<file path="config.mk">
export PLATFORM = sky130hd
export DESIGN_NAME = alu_operand_fetch
export DESIGN_NICKNAME = d
export VERILOG_FILES = /design/src/rtl/alu_operand_fetch.sv
export SDC_FILE = /design/constraint.sdc
export NUM_CORES = 1
export LEC_CHECK = 0
export ABC_AREA = 1
export BUFFER_PORTS_ARGS = -buffer_cell sky130_fd_sc_hd__buf_2
export CORE_UTILIZATION = 28
export DETAILED_ROUTE_END_ITERATION = 12
export PLACE_DENSITY = 0.48
export SYNTH_ARGS = -nofsm -noshare
export SYNTH_HDL_FRONTEND = slang
export SYNTH_SLANG_ARGS = --single-unit
</file>
<file path="constraint.sdc">
create_clock -name clk -period 1.6 [get_ports clk]
set_input_delay 0.16 -clock clk [delete_from_list [all_inputs] [get_ports clk]]
set_output_delay 0.16 -clock clk [all_outputs]
set_load 0.01 [all_outputs]
</file>
<file path="src/rtl/alu_operand_fetch.sv">
// Operand-read stage between issue and ALU execute: latches one instruction,
// fetches up to two operands over a shared RF read port, hands off to execute.
module alu_operand_fetch #(
    parameter int DATA_W = 32
) (
    input  logic              clk,
    input  logic              rst,
    input  logic              issue_alu_select,
    input  logic [5:0]        issue_wfid,
    input  logic [31:0]       issue_instr_pc,
    input  logic [31:0]       issue_opcode,
    input  logic [15:0]       issue_imm_value0,
    input  logic [31:0]       issue_imm_value1,
    input  logic [11:0]       issue_src1_addr,
    input  logic [11:0]       issue_src2_addr,
    input  logic [11:0]       issue_dest1_addr,
    input  logic [11:0]       issue_dest2_addr,
    output logic              busy,
    output logic              err_overrun,
    output logic              rf_rd_en,
    output logic              rf_rd_is_vgpr,
    output logic [9:0]        rf_rd_addr,
    input  logic [DATA_W-1:0] rf_rd_data,
    output logic              exec_valid,
    input  logic              exec_ready,
    output logic [5:0]        exec_wfid,
    output logic [31:0]       exec_instr_pc,
    output logic [31:0]       exec_opcode,
    output logic [15:0]       exec_imm_value0,
    output logic [11:0]       exec_dest1_addr,
    output logic [11:0]       exec_dest2_addr,
    output logic [DATA_W-1:0] exec_src1_data,
    output logic [DATA_W-1:0] exec_src2_data
);

    typedef enum logic [2:0] {
        IDLE,
        RD1,
        RD2,
        CAP2,
        VALID
    } state_e;

    state_e            state_q, state_d;
    logic [5:0]        wfid_q, wfid_d;
    logic [31:0]       pc_q, pc_d;
    logic [31:0]       opcode_q, opcode_d;
    logic [15:0]       imm0_q, imm0_d;
    logic [31:0]       imm1_q, imm1_d;
    logic [11:0]       src1_addr_q, src1_addr_d;
    logic [11:0]       src2_addr_q, src2_addr_d;
    logic [11:0]       dest1_q, dest1_d;
    logic [11:0]       dest2_q, dest2_d;
    logic [DATA_W-1:0] src1_data_q, src1_data_d;
    logic [DATA_W-1:0] src2_data_q, src2_data_d;
    logic              err_q, err_d;
    logic              accept;
    logic [DATA_W-1:0] literal;

    function automatic logic is_lit(input logic [11:0] a);
        return a[11:10] == 2'b00;
    endfunction

    // SGPR space is 512 entries, so bit 9 is not part of its index
    function automatic logic [9:0] rf_index(input logic [11:0] a);
        return a[11] ? a[9:0] : {1'b0, a[8:0]};
    endfunction

    assign literal = DATA_W'(imm1_q);

    always_comb begin
        state_d       = state_q;
        wfid_d        = wfid_q;
        pc_d          = pc_q;
        opcode_d      = opcode_q;
        imm0_d        = imm0_q;
        imm1_d        = imm1_q;
        src1_addr_d   = src1_addr_q;
        src2_addr_d   = src2_addr_q;
        dest1_d       = dest1_q;
        dest2_d       = dest2_q;
        src1_data_d   = src1_data_q;
        src2_data_d   = src2_data_q;
        rf_rd_en      = 1'b0;
        rf_rd_is_vgpr = 1'b0;
        rf_rd_addr    = '0;

        busy   = (state_q != IDLE) && !(state_q == VALID && exec_ready);
        accept = issue_alu_select && !busy;
        err_d  = err_q | (issue_alu_select & busy);

        unique case (state_q)
            IDLE: begin
                if (accept) state_d = RD1;
            end
            RD1: begin
                if (!is_lit(src1_addr_q)) begin
                    rf_rd_en      = 1'b1;
                    rf_rd_is_vgpr = src1_addr_q[11];
                    rf_rd_addr    = rf_index(src1_addr_q);
                end
                state_d = RD2;
            end
            RD2: begin
                src1_data_d = is_lit(src1_addr_q) ? literal : rf_rd_data;
                if (!is_lit(src2_addr_q)) begin
                    rf_rd_en      = 1'b1;
                    rf_rd_is_vgpr = src2_addr_q[11];
                    rf_rd_addr    = rf_index(src2_addr_q);
                end
                state_d = CAP2;
            end
            CAP2: begin
                src2_data_d = is_lit(src2_addr_q) ? literal : rf_rd_data;
                state_d     = VALID;
            end
            VALID: begin
                if (exec_ready) state_d = accept ? RD1 : IDLE;
            end
            default: state_d = IDLE;
        endcase

        if (accept) begin
            wfid_d      = issue_wfid;
            pc_d        = issue_instr_pc;
            opcode_d    = issue_opcode;
            imm0_d      = issue_imm_value0;
            imm1_d      = issue_imm_value1;
            src1_addr_d = issue_src1_addr;
            src2_addr_d = issue_src2_addr;
            dest1_d     = issue_dest1_addr;
            dest2_d     = issue_dest2_addr;
        end
    end

    always_ff @(posedge clk or negedge rst) begin
        if (!rst) begin
            state_q     <= IDLE;
            wfid_q      <= '0;
            pc_q        <= '0;
            opcode_q    <= '0;
            imm0_q      <= '0;
            imm1_q      <= '0;
            src1_addr_q <= '0;
            src2_addr_q <= '0;
            dest1_q     <= '0;
            dest2_q     <= '0;
            src1_data_q <= '0;
            src2_data_q <= '0;
            err_q       <= 1'b0;
        end else begin
            state_q     <= state_d;
            wfid_q      <= wfid_d;
            pc_q        <= pc_d;
            opcode_q    <= opcode_d;
            imm0_q      <= imm0_d;
            imm1_q      <= imm1_d;
            src1_addr_q <= src1_addr_d;
            src2_addr_q <= src2_addr_d;
            dest1_q     <= dest1_d;
            dest2_q     <= dest2_d;
            src1_data_q <= src1_data_d;
            src2_data_q <= src2_data_d;
            err_q       <= err_d;
        end
    end

    assign err_overrun     = err_q;
    assign exec_valid      = (state_q == VALID);
    assign exec_wfid       = wfid_q;
    assign exec_instr_pc   = pc_q;
    assign exec_opcode     = opcode_q;
    assign exec_imm_value0 = imm0_q;
    assign exec_dest1_addr = dest1_q;
    assign exec_dest2_addr = dest2_q;
    assign exec_src1_data  = src1_data_q;
    assign exec_src2_data  = src2_data_q;

endmodule

</file>
# Word level (Yosys, flattened, before mapping)
# Cells that the tools add are included.
# W data, S select, Z words.
[word_totals]
in_bits = 202
register_bits = 234
elab_cells = 48
out_inout_bits = 189
[classes]
reduce_logical = 10
n_eq_ne = 6
muxes = 17
bitwise = 2
[ops]
columns = ["operator", "n"]
rows = [
  ["$mux W32", 2],
  ["$mux W10", 4],
  ["$pmux W10 S2", 1],
  ["$pmux W3 S5", 1],
  ["$eq A3 B2 Y1 const B", 2],
  ["$mux W3", 2],
  ["$mux W1", 5],
  ["$logic_not A2 Y1", 2],
  ["$pmux W1 S2", 2],
  ["$eq A3 B1 Y1 const B", 1],
  ["$eq A3 B3 Y1 const B", 1],
  ["$logic_and A1 B1 Y1", 3],
  ["$logic_not A3 Y1", 1],
  ["$reduce_bool A3 Y1", 1],
  ["$logic_not A1 Y1", 2],
  ["$ne A2 B1 Y1 const B", 1],
  ["$ne A2 B2 Y1 const B", 1],
  ["$reduce_and A2 Y1", 1],
  ["$and A1 B1 Y1", 1],
  ["$or A1 B1 Y1", 1],
]

# Depth between registers and ports, before layout
[depth]
ltp_word = 9
ltp_mapped = 7
ltp_nobuf = 5

# Worst setup path after synthesis
# No wires, ideal clock.
[synth_timing]
path_type = "flip-flop to output port"
startpoint = "register state_q[2]"
endpoint = "output port rf_rd_addr[9]"
arrival_ns = 1.150
path_stages_with_launch = 7
required_time_ns = 1.440
path_buffers = 1
setup_slack_ns = 0.290
cell_sequence = "dfrtp_1 inv_1 nand3_2 inv_2 buf_2 nand3_1 nand2_1"
[synth_via]
elab_chain_len = 2
word_cells_on_any_way = 3
[synth_rtl]
columns = ["item", "line_no", "source"]
rows = [
  ["start, declared", "44", "state_e state_q, state_d;"],
  ["start signal, assigned", "152", "state_q <= state_d;"],
  ["$eq A3 B2 Y1 or $eq A3 B1 Y1 (tied branches)", "92", "unique case (state_q)"],
  ["$pmux W10 S2 *", "92", ""],
  ["end, declared", "22", "output logic [9:0] rf_rd_addr,"],
]
# Every way passes the cells marked *; elsewhere a longest branch is shown, timed or not.

# Worst setup path in the final report
[layout_timing]
startpoint = "register state_q[2]"
endpoint = "output port rf_rd_addr[1]"
# The elaborated chain is that of the path after synthesis.

==> impl_metrics.py <==
metrics = {
    "outcome": {
        "status": "complete, but fails checks",
        "violations": "negative setup slack",
    },
    "sta": {
        "setup_viol": 180,
        "finalCriticalPeriod_ns": 1.92,
        "slew_headroom_pct": 72.6,
        "rsz0062_at_grt": "yes",
        "fin_ws_ns": -0.324,
        "period_share_pct": 120,
        "clock_skew_ns": 0.0182,
        "tightest_slew_ns": 0.411,
        "fmax_mhz": 520,
        "hold_violations": 0,
        "drv_slew": 0,
        "finalSetupTns_ns": -22.66,
    },
    "logic_synthesis": {
        "ys_warn_count": 0,
        "ys_seq_area_share_pct": 56.3,
        "syn_area_per_cell_um2": 8.11,
        "synth_seq_cells": 234,
        "synthDistinctLibCells": 18,
        "syn_nets": 1485,
        "syn-cell-area_um2": 10400,
        "synthCells": 1283,
    },
    "flow_run": {
        "cap_violations": 0,
    },
    "worst_setup_path": {
        "path_cells": "inv_2 -> nand3_4 -> nor2_4 -> clkbuf_16 -> nand2_2 -> nand2_2 -> buf_6",
        "required_ns": 1.44,
        "crit_arrival_ns": 1.76,
        "crit_path_max_incr_delay_ns": 0.40,
        "crit_type": "flip-flop to output pin",
        "crit_top_cell": "nand2_2",
        "cp_max_fo": 4,
        "cp-start-kind": "flip-flop",
        "cp_slowest_cell": "dfrtp_1",
        "cp-end-kind": "output pin",
    },
    "floorplan": {
        "row_count": 70,
        "die_width_um": 195,
        "start_util_pct": 28.4,
        "coreArea_um2": 36600,
        "die-area_um2": 37900,
        "die_y_um": 195,
        "ios": 391,
    },
    "route": {
        "postRouteAntennaNets": 0,
        "num_vias": 11400,
        "drc": 0,
        "wirelength_mm": 45.5,
        "drt_pass1_iterations": 5,
        "wl_per_cell_um": 18.9,
        "dr.first_iter.drc_count": 583,
        "viasPerCell": 4.73,
    },
    "global_route": {
        "grt_max_degree": 108,
        "grt_pass1_vias": 11300,
        "grt_pass1_wl_mm": 63.6,
        "antenna_found_initial": 1,
        "grt_overflow_total": 0,
        "grt_usage_pct": 21.2,
    },
    "layout": {
        "final_cell_area_um2": 17700,
        "nNetsFinal": 2115,
        "syn2layout_area_growth_pct": 70.2,
        "final_util_pct": 48.3,
        "drive_gt1_share_pct": 33.6,
        "fillerInstances": 3560,
    },
    "placement": {
        "place.gp.congestion": 0.789,
        "dpl_worst_slack_ns": 0.125,
        "dp_hpwl_mm": 25.7,
        "io_buffers": 390,
        "dpl_cell_area_um2": 13100,
    },
    "pwr": {
        "sequentialPowerShare_pct": 31.1,
        "combPwrFrac_pct": 50.0,
        "clock_power_share_pct": 19.0,
        "power_density_nw_per_um2": 1940,
        "vdd_drop_max_uv": 924,
        "p_int_mw": 20.1,
        "p_sw_mw": 14.2,
        "p_leak_nw": 9.60,
        "p_sw_share_pct": 41.5,
    },
    "clock_tree": {
        "cts_buffers": 29,
        "cts_buffer_depth": 3,
        "cts_tree": "built",
        "cts_root_buf": "clkbuf_16",
        "clk_pin_slew_ns": 0.06,
        "worstSkewPairLatency_ns": 0.56,
        "cts_max_level": 1,
        "clock-sinks": 234,
    },
    "worst_hold_path": {
        "hp-class": "input pin to async pin",
    },
}
synth_stat cells:
cell	count	share of area, %
nand2_1	628	23
buf_4	2	0.14
a21o_1	1	0.072
nor2_2	1	0.060
nand3_1	68	3.3
nor2_4	1	0.11
dfrtp_1	234	56
inv_1	73	2.6
a21oi_1	1	0.048
nand3_2	2	0.19
nor3_1	1	0.048
inv_2	2	0.072
nor2_1	5	0.18
buf_1	7	0.25
o21ai_0	2	0.096
buf_2	55	2.6
clkbuf_1	34	1.2
nand4_1	166	10
per-stage QoR:
step	instances	hold WS, ns	total power [mW]
floorplan	1283	-0.136	17.7
global placement	2087	0.100	23.6
detailed placement	2087	0.106	23.7
CTS	2360	0.107	32.2
global route	2403	0.141	36.7
finish	2403	0.116	34.3
registers in the layout, indices dropped and copies added, names as in the netlist:
| signal | count |
|---|---|
| src1_addr_q | 12 |
| exec_imm_value0 | 16 |
| exec_instr_pc | 32 |
| state_q | 3 |
| exec_src2_data | 32 |
| exec_wfid | 6 |
| exec_dest1_addr | 12 |
| err_overrun | 1 |
| exec_dest2_addr | 12 |
| imm1_q | 32 |
| src2_addr_q | 12 |
| exec_src1_data | 32 |
| exec_opcode | 32 |
cell families after synthesis:
group / count (synthesis) / share of synthesized area (%)
and+or+nand+nor: 872 / 36.5
buffers and inverters: 173 / 6.98
AOI/OAI and AO/OA: 4 / 0.217
DFF: 234 / 56.3
final cells by class:
type	instances	area, µm²	area share, %
flip-flops and latches	234	5860	33.1
repair buffers	696	5800	32.8
multi-input cells	877	4220	23.8
clock buffers	46	880	4.97
well taps	468	586	3.31
inverters	75	289	1.63
clock inverters	6	63.8	0.361
diodes	1	2.50	0.0141
worst paths after layout:
check | start | endpoint | slack (ns) | cells past startpoint
min in group clk | issue_opcode[26] | exec_opcode[26] | 0.39 | 4
worst min-delay path | rst | exec_dest1_addr[3] | 0.12 | 2
worst min register to register | exec_wfid[2] | exec_wfid[2] | 0.46 | 2
worst max-delay path | state_q[2] | rf_rd_addr[1] | -0.32 | 7
max in group asynchronous | rst | exec_src2_data[27] | 0.87 | 3
worst max register to register | state_q[2] | exec_opcode[16] | -0.18 | 10
repair_timing:
action	CTS	global route
resized for setup	60	128
buffers inserted	14	16
endpoints found under the hold margin	465	0
setup endpoints to repair	13	124
hold buffers	201	0
pin swaps	16	22
gates cloned	6	27
cells in the final DEF (no fill, tap or decap), types with 2 or more instances in the layout:
cell type,instances
nand4_1,166
buf_8,8
buf_12,23
nand2_4,11
nand2_1,538
dfrtp_2,2
clkbuf_1,8
nor2_1,2
inv_2,5
buf_2,375
clkinv_2,2
nand2_2,78
inv_1,69
bufbuf_16,5
nor2_4,5
buf_16,7
nand3_1,66
dlygate4sd3_1,201
clkbuf_8,9
buf_4,36
o21ai_2,2
dfrtp_1,232
buf_6,23
clkinvlp_4,2
clkbuf_16,47
nand3_4,5
power groups by stage:
stage          Combinational (mW)  Clock, mW  Sequential [mW]
2_1_floorplan                6.48          0             11.2
3_3_place_gp                 13.1          0             10.5
3_5_place_dp                 13.2          0             10.5
4_1_cts                      15.1       6.69             10.5
5_1_grt                      18.8       6.90             11.0
6_report                     17.1       6.50             10.7
critical path, delay by kind of cell, from the launching register on:
kind          cells  cell delay [ns]
buf+inv           3             0.40
simple gates      4             0.41
flops             1             0.40
routing by layer:
metal	up-vias	track usage (%)	wire length (µm)	part of all wire (%)
met4	0	7.00	1130	2.5
met5	-	0	0	0
met3	61	4.60	2870	6.3
met1	5501	26.6	19500	43
met2	375	35.9	22000	48
li1	5436	-	-	-
Note: power is estimated with default switching activity, not from simulation.
